`config.mk`:
```
export PLATFORM = sky130hd
export DESIGN_NAME = ncpu32k_dbus_arbiter
export DESIGN_NICKNAME = d
export VERILOG_FILES = /design/src/rtl/ncpu32k_dbus_arbiter.sv
export SDC_FILE = /design/constraint.sdc
export NUM_CORES = 1
export LEC_CHECK = 0
export CAP_MARGIN = 25
export CORE_AREA = 2 2 97 99
export DETAILED_ROUTE_END_ITERATION = 8
export DIE_AREA = 0 0 99 101
export DONT_BUFFER_PORTS = 1
export GPL_ROUTABILITY_DRIVEN = 0
export GPL_TIMING_DRIVEN = 1
export PLACE_DENSITY = 0.37
export SYNTH_ARGS = -nofsm -noshare
export SYNTH_HDL_FRONTEND = slang
export SYNTH_SLANG_ARGS = --single-unit
```
`constraint.sdc`:
```
create_clock -name clk -period 5.3 [get_ports clk]
set_input_delay 0.795 -clock clk [delete_from_list [all_inputs] [get_ports clk]]
set_output_delay 0.795 -clock clk [all_outputs]
set_load 0.03 [all_outputs]
```
`src/rtl/ncpu32k_dbus_arbiter.sv`:
```
// Two-master data-bus arbiter: IFU (m0, read-only) and MU (m1) share one memory port.
// Round-robin command grant with stall lock, one outstanding transaction, response routed to owner.
module ncpu32k_dbus_arbiter #(
  parameter int AW            = 32,
  parameter int DW            = 32,
  parameter int ENABLE_BYPASS = 1
) (
  input  logic            clk,
  input  logic            rst_n,
  input  logic            m0_cmd_valid,
  output logic            m0_cmd_ready,
  input  logic [AW-1:0]   m0_cmd_addr,
  output logic            m0_valid,
  input  logic            m0_ready,
  input  logic            m1_cmd_valid,
  output logic            m1_cmd_ready,
  input  logic [AW-1:0]   m1_cmd_addr,
  input  logic [DW/8-1:0] m1_cmd_we_msk,
  input  logic [DW-1:0]   m1_din,
  output logic            m1_valid,
  input  logic            m1_ready,
  output logic [DW-1:0]   m_dout,
  output logic            mem_cmd_valid,
  input  logic            mem_cmd_ready,
  output logic [AW-1:0]   mem_cmd_addr,
  output logic [DW/8-1:0] mem_cmd_we_msk,
  output logic [DW-1:0]   mem_din,
  input  logic            mem_valid,
  output logic            mem_ready,
  input  logic [DW-1:0]   mem_dout
);

  typedef enum logic {S_IDLE, S_WAIT_RSP} state_t;

  localparam logic BYP = (ENABLE_BYPASS != 0);

  state_t r_state, w_state_nxt;
  logic   r_owner, w_owner_nxt;
  logic   r_last_grant, w_last_grant_nxt;
  logic   r_lock_v, w_lock_v_nxt;
  logic   r_lock_id, w_lock_id_nxt;

  logic w_grant, w_sel, w_open, w_own_ready, w_rsp_hs, w_cmd_hs;

  assign w_own_ready = r_owner ? m1_ready : m0_ready;
  assign mem_ready   = (r_state == S_WAIT_RSP) & w_own_ready;
  assign w_rsp_hs    = mem_valid & mem_ready;
  // rst_n gating keeps every handshake output low while reset is asserted.
  assign w_open      = rst_n & ((r_state == S_IDLE) | (BYP & w_rsp_hs));

  always_comb begin
    w_grant = r_last_grant;
    if (r_lock_v)
      w_grant = r_lock_id;
    else if (m0_cmd_valid ^ m1_cmd_valid)
      w_grant = m1_cmd_valid;
    else if (m0_cmd_valid & m1_cmd_valid)
      w_grant = ~r_last_grant;
  end

  // Data muxes fall back to m0 while in reset.
  assign w_sel          = rst_n & w_grant;
  assign mem_cmd_valid  = w_open & (w_sel ? m1_cmd_valid : m0_cmd_valid);
  assign m0_cmd_ready   = w_open & ~w_sel & mem_cmd_ready;
  assign m1_cmd_ready   = w_open & w_sel & mem_cmd_ready;
  assign mem_cmd_addr   = w_sel ? m1_cmd_addr : m0_cmd_addr;
  assign mem_cmd_we_msk = w_sel ? m1_cmd_we_msk : '0;
  assign mem_din        = w_sel ? m1_din : '0;
  assign w_cmd_hs       = mem_cmd_valid & mem_cmd_ready;

  assign m0_valid = (r_state == S_WAIT_RSP) & ~r_owner & mem_valid;
  assign m1_valid = (r_state == S_WAIT_RSP) & r_owner & mem_valid;
  assign m_dout   = mem_dout;

  always_comb begin
    w_state_nxt      = r_state;
    w_owner_nxt      = r_owner;
    w_last_grant_nxt = r_last_grant;
    w_lock_v_nxt     = r_lock_v;
    w_lock_id_nxt    = r_lock_id;
    if (w_cmd_hs) begin
      w_state_nxt      = S_WAIT_RSP;
      w_owner_nxt      = w_grant;
      w_last_grant_nxt = w_grant;
      w_lock_v_nxt     = 1'b0;
    end else begin
      if (mem_cmd_valid) begin
        w_lock_v_nxt  = 1'b1;
        w_lock_id_nxt = w_grant;
      end
      if (w_rsp_hs)
        w_state_nxt = S_IDLE;
    end
  end

  always_ff @(posedge clk or negedge rst_n) begin
    if (!rst_n) begin
      r_state      <= S_IDLE;
      r_owner      <= 1'b0;
      r_last_grant <= 1'b1;
      r_lock_v     <= 1'b0;
      r_lock_id    <= 1'b0;
    end else begin
      r_state      <= w_state_nxt;
      r_owner      <= w_owner_nxt;
      r_last_grant <= w_last_grant_nxt;
      r_lock_v     <= w_lock_v_nxt;
      r_lock_id    <= w_lock_id_nxt;
    end
  end

endmodule

```
==> Yosys cells after proc, flatten, opt, wreduce, memory -nomap -nowiden <==
Index checks and enable logic that the tools add are counted.
{ "totals": {"register_bits": 5, "in_bits": 140, "wordCells": 42} }
{ "classes": {"mux": 12, "bitwise": 22, "n_reduce_logical": 3} }
{ "ops": {"columns": ["op", "count"], "rows": [
  ["$mux W32", 2],
  ["$and A1 B1 Y1", 15],
  ["$mux W1", 9],
  ["$not A1 Y1", 5],
  ["$mux W4", 1],
  ["$reduce_bool A2 Y1", 2],
  ["$reduce_and A2 Y1", 1],
  ["$or A1 B1 Y1", 1],
  ["$xor A1 B1 Y1", 1]
]} }

==> Depth between registers and ports, before layout <==
Gate-level depths: netlist of run 1.
{ "depth": {"depth_word": 10, "depth_mapped": 5, "depth_no_buf": 4} }

==> Worst setup path before layout of run 1 <==
Ideal clock, no wire load.
{ "synth_path": {"path_kind": "input to output", "start": "input m0_cmd_valid", "end": "output m1_cmd_ready", "arrival_ns": 1.937, "required_ns": 4.505, "setup_slack_ns": 2.568, "stages": 4, "path_buffers": 1, "cell_sequence": "and2_4 -> o31ai_4 -> clkbuf_1 -> nor2b_1"} }
{ "synth_via": {"elab_chain_cells": 7, "elab_cells_between_ends": 8, "cone_classes": "mux (3); bitwise (5)"} }
{ "synth_rtl": {"columns": ["element", "line", "source"], "rows": [
  ["start, declared", "10", "input logic m0_cmd_valid,"],
  ["$and A1 B1 Y1", "57", "else if (m0_cmd_valid & m1_cmd_valid)"],
  ["$mux W1", "57", null],
  ["$mux W1 (*)", "55", "else if (m0_cmd_valid ^ m1_cmd_valid)"],
  ["$mux W1 (*)", "53", "if (r_lock_v)"],
  ["$and A1 B1 Y1 (*)", "62", "assign w_sel = rst_n & w_grant;"],
  ["$and A1 B1 Y1 (*) (2 in a row)", "65", "assign m1_cmd_ready = w_open & w_sel & mem_cmd_ready;"],
  ["end, declared", "16", "output logic m1_cmd_ready,"]
]} }
Mark *: on every way between the ends. The rest lies on a longest branch, timed or not.

==> Final worst setup path of run 1 <==
{ "layout_path": {"start": "input m0_cmd_valid", "end": "output mem_cmd_addr[14]"} }
{ "layout_via": {"elab_chain_cells": 6, "elab_cells_between_ends": 7, "cone_classes": "mux (4); bitwise (3)"} }
{ "layout_rtl": {"columns": ["element", "line", "source"], "rows": [
  ["$and A1 B1 Y1", "57", null],
  ["$mux W1", "57", null],
  ["$mux W1 (*)", "55", null],
  ["$mux W1 (*)", "53", null],
  ["$and A1 B1 Y1 (*)", "62", null],
  ["$mux W32 (*)", "66", "assign mem_cmd_addr = w_sel ? m1_cmd_addr : m0_cmd_addr;"],
  ["end, declared", "25", "output logic [AW-1:0] mem_cmd_addr,"]
]} }
Marked as above.

==> results of run 1 <==
-- worst reg2reg max path, stage by stage (launching register included) --
cell and delay, ps:
dfrtp_1 400, mux2_2 270, a31oi_2 130, nor3_1 800, o21ba_2 230
-- placed cells by master, fill, tap and decap left out, types with 2 or more instances in the layout --
master | netlist | layout
and3_1 | 37 | 37
mux2_2 | 32 | 32
nor2_1 | 4 | 4
dfrtp_1 | 4 | 4
nand2_1 | 3 | 3
clkbuf_8 | 0 | 3
mux2_4 | 2 | 2
a21oi_1 | 2 | 2
nor2b_1 | 2 | 2
mux2_1 | 2 | 2
-- logic make-up (layout without fill, tap and decap cells) --
logic type,count (synthesis),in the layout,synth area share
AO/OA/AOI/OAI,6,6,0.0511
buffers and inverters,44,6,0.246
flip-flops,5,5,0.101
multiplexers,36,36,0.331
AND/OR/NAND/NOR,55,55,0.271
-- state kept, by name, summed over array words and instances (netlist names) --
signal	flops
r_last_grant	1
r_lock_id	1
r_lock_v	1
r_owner	1
r_state	1
-- worst max-delay path by stage --
stage,from,to
CTS,m0_cmd_valid,mem_cmd_addr[14]
finish,m0_cmd_valid,mem_cmd_addr[14]
detailed placement,m0_cmd_valid,mem_cmd_addr[5]
global placement,m0_cmd_valid,mem_cmd_addr[11]
floorplan,m0_cmd_valid,m1_cmd_ready
global route,m0_cmd_valid,mem_cmd_addr[14]
-- area by class of cell --
type | instances | area share
Clock buffer | 4 | 0.0396
Inverter | 1 | 0.00330
Multi-Input combinational cell | 97 | 0.717
Sequential cell | 5 | 0.111
Tap cell | 111 | 0.122
Timing Repair Buffer | 1 | 0.00661
-- metal layers --
metal / wire (µm) / up-vias / part of all wire
met3: 496 / 8 / 0.14
met4: 87 / 0 / 0.024
li1: - / 410 / -
met5: 0 / - / 0
met1: 1030 / 434 / 0.29
met2: 1990 / 140 / 0.55
-- power by group --
group | total, mW | switching, mW | internal (mW)
logic | 0.543 | 0.395 | 0.149
registers | 0.0785 | 0.0204 | 0.0581
clock network | 0.0712 | 0.0195 | 0.0517
total | 0.693 | 0.435 | 0.258
==> results.toml, run 1 <==
[run_status]
status = "finished clean"

[synth]
ys.flop_type = "dfrtp_1"
synthTopCellsByArea = "mux2_2, buf_4, and3_1"
ys_seq_area_frac = 0.101
synth_edf_count = 0
avgSynthCellArea_um2 = 8.55
synth.most_common_cell = "and3_1"
syn_inst = 146
yosysTopAreaCellShare = 0.289
ys_warn_count = 0
synth_area_um2 = 1250
synth_common_cells = "and3_1, buf_4, mux2_2"
ys_types = 27
syn_nets = 286
ys_seq_elements = 5
yosys.area.top_type = "mux2_2"
async_flop_share = 1.00

[clocking]
cts_setup_buffers = 0
clockBufferDepth = 2
cts_tree = "done"
numCtsBuffers = 3
clk_pin_slew_ps = 40
insertion_delay_ps = 220
ctsHtreeMaxLevel = 1
hold_buffers = 0
cts_resized = 0
cts.sinks = 5
clk_root_buffer_cell = "clkbuf_8"

[critical_path]
critPathLaunchType = "input port"
worstPathCellList = "and2_4 -> o31ai_4 -> buf_4 -> nand2_4 -> mux2_2"
endpoint_kind = "primary output"
worst-path-max-fanout = 42
worst-path-stages = 5
slowest_stage = "mux2_2"
r2r_slack_ps = 3410
cp_top_family = "multiplexers"
path_buf_inv = 1
reg2reg_to = "r_lock_v"
timing.rr.start = "r_owner"
r2r_cells = 4
arrival_ps = 2200
path_class = "input port to primary output"
critical_path.max_stage_delay_ps = 450
crit_required_ps = 4510

[power_and_ir_drop]
irDropWorstVdd_mv = 0.0945
p_leak_nw = 0.522
cellPowerDensity_nw_per_um2 = 610
power_uw = 693

[floorplan]
die_area_um2 = 10000
die_w_um = 99
pin_count = 246
rows = 35
core_um2 = 8980
start_util = 0.139
die_y_um = 101

[drt]
vias = 992
avgRoutedWirePerCell_um = 16.5
vias_per_cell = 4.53
drc_errors = 0
drt_pass1_iterations = 4
antenna_left = 0
drtIter0Drc = 13
totalWireLength_um = 3610

[global_routing]
grt_usage = 0.0559
grt_max_degree = 48
grtUsageMet2 = 0.119
grt_pass1_wl_um = 4160
grt_pass1_vias = 815
use_met3 = 0.0173
antenna_found_initial = 0
use_met1 = 0.0453
globalRouteOverflowTotal = 0
busiest_layer = "met2"

[timing]
period_share = 0.565
setup_ws_ps = 2300
skew_ps = 3.04
hold_ws_ps = 267
rsz0062_at_grt = "false"
setup_tns_ps = 0
hold_violations = 0
slew-limit-headroom = 0.308
tightest_slew_ps = 1030
setup_viol = 0
fmax_mhz = 334
report.final.slew_viol_count = 0
period_needed_ps = 3000

[finish]
multi_input_area_um2 = 815
seq_area_um2 = 126
drive_gt1_frac = 0.426
fin_cells = 219
utilization = 0.127
num-nets-final = 249
syn_to_final_growth_pct = -9.02
nFillCells = 1020
n_antenna_cell = 0
final_cell_area_um2 = 1140

[place]
dpl.cell_count = 215
pre_cts_slack_ps = 2300
io_buffers = 0
place_hpwl_um = 3030
dpl-instance-area_um2 = 1090

[flow_run]
drv_cap = 0

[min_path]
min_path_type = "input port to async pin"
Note: power is estimated with default switching activity, not from simulation.
==> run 2, diff against run 1 <==
==> constraint.sdc (replaced) <==
create_clock -name clk -period 3.1 [get_ports clk]
set_input_delay 0.465 -clock clk [delete_from_list [all_inputs] [get_ports clk]]
set_output_delay 0.465 -clock clk [all_outputs]
set_load 0.03 [all_outputs]
==> run 2 against run 1 <==
Against the previous run:
- via count grew 0.10%
- critical path depth is the same
- highest routed layer unchanged
- largest cell class unchanged
- global-route usage shrank 0.074 points
- register-to-register slack lost 2200 ps
- combinational power grew 71%
- non-clock buffer count grew 1
==> results.toml, run 2 (synthesized netlist as in run 1, its figures left out) <==
[floorplan]
die_area_um2 = 10000
core_um2 = 8980
pin_count = 246
rows = 35
die_w_um = 99
start_util = 0.139
die_y_um = 101

[clocking]
clk_root_buffer_cell = "clkbuf_8"
clockBufferDepth = 2
cts.sinks = 5
cts_setup_buffers = 0
ctsHtreeMaxLevel = 1
clk_pin_slew_ps = 40
insertion_delay_ps = 220
numCtsBuffers = 3
cts_tree = "done"

[drt]
drc_errors = 0
drtIter0Drc = 17
totalWireLength_um = 3490
vias_per_cell = 4.51
vias = 993
avgRoutedWirePerCell_um = 15.9
antenna_left = 0
drt_pass1_iterations = 3

[timing]
report.final.slew_viol_count = 0
setup_viol = 0
slew-limit-headroom = 0.300
fmax_mhz = 385
hold_violations = 0
period_share = 0.838
tightest_slew_ps = 1040
skew_ps = 1.68
period_needed_ps = 2600
setup_tns_ps = 0
rsz0062_at_grt = "false"

[power_and_ir_drop]
p_int_uw = 443
p_switching_uw = 741
p_leak_nw = 0.526
irDropWorstVdd_mv = 0.145
seq_power_share = 0.111
power.share.combinational = 0.784
p_sw_frac = 0.626
cellPowerDensity_nw_per_um2 = 1030
pwr-share-clk = 0.105

[global_routing]
grt_pass1_vias = 876
grt_max_degree = 45
grt_pass1_wl_um = 4160
grt_usage = 0.0552
globalRouteOverflowTotal = 0
antenna_found_initial = 0

[place]
io_buffers = 0
dpl.cell_count = 215
place_hpwl_um = 2910

[critical_path]
arrival_ps = 2130
crit_required_ps = 2630
endpoint_kind = "primary output"
worst-path-max-fanout = 42
r2r_cells = 4
critPathLaunchType = "flip-flop"
path_class = "flip-flop to primary output"

[finish]
drive_gt1_frac = 0.422
syn_to_final_growth_pct = -8.22
fin_cells = 220
nFillCells = 1019
num-nets-final = 250
final_cell_mix = "and3_1, mux2_2, nor2_1, dfrtp_1"
n_antenna_cell = 0
final_common_cell = "and3_1"

[min_path]
min_path_type = "input port to async pin"

[flow_run]
drv_cap = 0

[run_status]
status = "finished clean"
[run 2: power groups by stage]
stage | combinational [mW] | sequential, mW | clock [mW]
floorplan | 0.974 | 0.124 | 0
global placement | 0.935 | 0.131 | 0
detailed placement | 0.930 | 0.133 | 0
CTS | 0.937 | 0.132 | 0.126
global route | 0.972 | 0.136 | 0.129
finish | 0.929 | 0.132 | 0.124
[run 2: cell type report]
class,instances,area (µm²),area share
Clock buffer,4,45.0,0.0393
Timing Repair Buffer,2,17.5,0.0153
Inverter,1,3.75,0.00328
Multi-Input combinational cell,97,815,0.711
Sequential cell,5,126,0.110
Tap cell,111,139,0.121
[run 2: timing repair]
action / 4_1_cts / 5_1_grt
endpoints found under the hold margin: 4 / 0
gates resized for setup: 0 / 0
hold buffers: 1 / 0
[run 2: worst max-delay path, stage by stage, from the launching register on]
cell     delay, ps
dfstp_2        530
nor2_1          60
o31ai_4        200
buf_4          350
nand2_4        290
mux2_2         460
[run 2: per-stage QoR]
step	hold slack [ps]	util	power, mW	worst slack [ps]	cell area (µm²)
final	85.3	0.128	1.18	502	1150
after global routing	77.5	0.128	1.24	380	1150
after CTS	81.1	0.128	1.19	477	1150
after detailed placement	170	0.122	1.06	720	1090
after global placement	170	0.122	1.07	751	1090
after floorplan	169	-	1.10	1000	1250
[run 2: final timing paths]
path | startpoint | slack [ps] | to
max | r_last_grant | 500 | mem_cmd_addr[5]
min | rst_n | 90 | r_last_grant
max reg2reg | r_owner | 1210 | r_lock_v
max in group asynchronous | rst_n | 2400 | r_lock_v
min in group clk | rst_n | 410 | r_state
min reg2reg | r_lock_id | 550 | r_lock_id
[run 2: layer usage]
layer  GRT usage  share of wire  up-vias
met4      0.0358          0.028        0
met1      0.0415           0.29      436
met2       0.121           0.55      139
met3      0.0111           0.14        8
li1            -              -      410
met5           0              0        -
==> run 3, diff against run 2 <==
--- a/config.mk
+++ b/config.mk
@@ -5,14 +5,15 @@
 export SDC_FILE = /design/constraint.sdc
 export NUM_CORES = 1
 export LEC_CHECK = 0
+export ABC_AREA = 1
 export CAP_MARGIN = 25
-export CORE_AREA = 2 2 97 99
+export CORE_AREA = 2 2 95 97
 export DETAILED_ROUTE_END_ITERATION = 8
-export DIE_AREA = 0 0 99 101
+export DIE_AREA = 0 0 97 99
 export DONT_BUFFER_PORTS = 1
 export GPL_ROUTABILITY_DRIVEN = 0
 export GPL_TIMING_DRIVEN = 1
-export PLACE_DENSITY = 0.37
+export PLACE_DENSITY = 0.39
 export SYNTH_ARGS = -nofsm -noshare
 export SYNTH_HDL_FRONTEND = slang
 export SYNTH_SLANG_ARGS = --single-unit
==> constraint.sdc (replaced) <==
create_clock -name clk -period 2.5 [get_ports clk]
set_input_delay 0.375 -clock clk [delete_from_list [all_inputs] [get_ports clk]]
set_output_delay 0.375 -clock clk [all_outputs]
set_load 0.03 [all_outputs]
==> run 3 against run 2 <==
Against the previous run:
- via count rose by 54%
- global-route usage up 2.9 points
- synthesized area is 2.5% higher
- clock skew rose by 4.7 ps
- worst setup slack got worse by 300 ps
- non-clock buffer count is 54 higher
- critical path type unchanged
- hold slack improved by 260 ps
- register-to-register slack got worse by 400 ps
- first-iteration DRC count grew to 2.7 times the previous value
- clock power grew 25%
==> results.toml, run 3 <==
[critical_path]
worstPathCellList = "inv_1 -> nand2_1 -> nand3_1 -> nand3_2 -> buf_12 -> nand2_1 -> nand2_2 -> nand2_1 -> inv_1"
r2r_slack_ps = 810
reg2reg_to = "r_lock_v"
arrival_ps = 1920
crit_required_ps = 2120
timing.rr.start = "r_last_grant"
cp_top_family = "simple AND/OR/NAND/NOR gates"
worst-path-max-fanout = 69
r2r_cells = 10
path_buf_inv = 3
slowest_stage = "dfstp_2"
critical_path.max_stage_delay_ps = 530
critPathLaunchType = "flip-flop"
path_class = "flip-flop to primary output"
endpoint_kind = "primary output"
path_common_cell = "nand2_1"

[drt]
totalWireLength_um = 4810
drc_errors = 0
avgRoutedWirePerCell_um = 12.5
antenna_left = 0
drt_pass1_iterations = 4
drtIter0Drc = 46
vias_per_cell = 3.97
vias = 1532

[global_routing]
grt_pass1_vias = 1341
globalRouteOverflowTotal = 0
grt_pass1_wl_um = 6550
antenna_found_initial = 0
grt_usage = 0.0841
grt_max_degree = 70

[finish]
nFillCells = 976
final_cell_mix = "nand2_1, inv_1, buf_4"
syn_to_final_growth_pct = 39.0
n_antenna_cell = 0
num-nets-final = 419
drive_gt1_frac = 0.245
final_common_cell = "nand2_1"
final_cell_area_um2 = 1780

[power_and_ir_drop]
p_leak_nw = 1.14
cellPowerDensity_nw_per_um2 = 1190
power_mw = 2.11
irDropWorstVdd_mv = 0.404

[floorplan]
die_w_um = 97
rows = 34
die_y_um = 99
pin_count = 246
start_util = 0.150
die_area_um2 = 9600
core_um2 = 8550

[synth]
synth_common_cells = "nand2_1, inv_1, nor2_1"
synthTopCellsByArea = "nand2_1, buf_4, inv_1"
ys_types = 20
yosys.area.top_type = "nand2_1"
synth.most_common_cell = "nand2_1"
ys_seq_elements = 5
synth_edf_count = 0
async_flop_share = 1.00
synth_area_um2 = 1280
ys_warn_count = 0
syn_nets = 400
yosysTopAreaCellShare = 0.334
syn_inst = 260
avgSynthCellArea_um2 = 4.92
ys_seq_area_frac = 0.0987
ys.flop_type = "dfrtp_1"

[clocking]
clk_pin_slew_ps = 40
clockBufferDepth = 2
ctsHtreeMaxLevel = 1
clk_root_buffer_cell = "clkbuf_8"
cts_tree = "done"
cts_resized = 0
insertion_delay_ps = 230
numCtsBuffers = 3
cts.sinks = 5

[timing]
hold_violations = 0
fmax_mhz = 436
slew-limit-headroom = 0.574
period_share = 0.917
report.final.slew_viol_count = 0
skew_ps = 6.37
tightest_slew_ps = 640
rsz0062_at_grt = "false"
setup_viol = 0
period_needed_ps = 2290
setup_tns_ps = 0

[place]
place_hpwl_um = 4090
io_buffers = 0
dpl-instance-area_um2 = 1720

[run_status]
status = "finished clean"

[min_path]
min_path_type = "input port to flip-flop"
min_path_cells = 2
worstHoldStart = "mem_cmd_ready"
min_to = "r_state"

[flow_run]
drv_cap = 0
==> run 3: cell types whose count changed after synthesis, moves of 2 or more <==
| cell | change |
|---|---|
| nand3_1 | +2 |
| inv_1 | +45 |
| nand2_1 | +111 |
| buf_2 | +7 |
| nor2_1 | +33 |
| mux2_2 | -32 |
| and3_1 | -37 |
| clkbuf_1 | -8 |
| mux2_1 | -2 |
| mux2_4 | -2 |
| nand4_1 | +2 |
| nor2b_1 | -2 |
==> run 3: how the worst max path moves through the flow <==
stage	startpoint	endpoint	slack (ps)	cells after the start
floorplan	r_last_grant	mem_din[11]	600	6
detailed placement	r_last_grant	mem_cmd_valid	410	9
finish	r_last_grant	mem_cmd_valid	210	9
CTS	r_last_grant	mem_cmd_valid	170	9
global placement	r_last_grant	mem_cmd_valid	490	9
global route	r_last_grant	mem_cmd_valid	50	9
==> run 3: per-layer routing <==
| layer | GRT usage | up-vias | wire length [µm] |
|---|---|---|---|
| met4 | 0.0412 | 0 | 156 |
| li1 | - | 742 | - |
| met5 | 0 | - | 0 |
| met1 | 0.0734 | 646 | 1510 |
| met2 | 0.173 | 136 | 2590 |
| met3 | 0.0234 | 8 | 553 |
==> run 3: final cells by class <==
class	instances	area (µm²)	area share
clock buffers	3	41.3	0.0232
clock inverters	1	5.00	0.00281
inverters	47	176	0.0992
multi-input cells	166	672	0.378
flip-flops and latches	5	126	0.0710
well taps	108	135	0.0759
repair buffers	56	623	0.350
==> run 3: per-stage QoR <==
stage	hold slack [ps]	cells	utilization	setup slack, ps
2_1_floorplan	79.4	260	-	599
3_3_place_gp	79.7	381	0.201	492
3_5_place_dp	79.7	381	0.201	412
4_1_cts	348	386	0.208	173
5_1_grt	365	386	0.208	47.0
6_report	348	386	0.208	207
==> run 3: logic make-up (layout without fill, tap and decap cells) <==
| group | count (synthesis) | after routing | synth area share |
|---|---|---|---|
| DFF | 5 | 5 | 0.0987 |
| and+or+nand+nor | 163 | 163 | 0.505 |
| buffers and inverters | 89 | 107 | 0.376 |
| AOI/OAI and AO/OA | 3 | 3 | 0.0195 |
==> run 3: what timing repair did <==
action	CTS	global route
hold buffers	1	0
hold endpoints to repair	5	0
setup buffers	0	0
setup endpoints to repair	0	0
==> run 3: report_power, final <==
group	total [mW]	internal, mW	switching (mW)
clock network	0.155	0.108	0.0470
logic	1.81	0.631	1.18
registers	0.148	0.124	0.0233
total	2.11	0.863	1.25
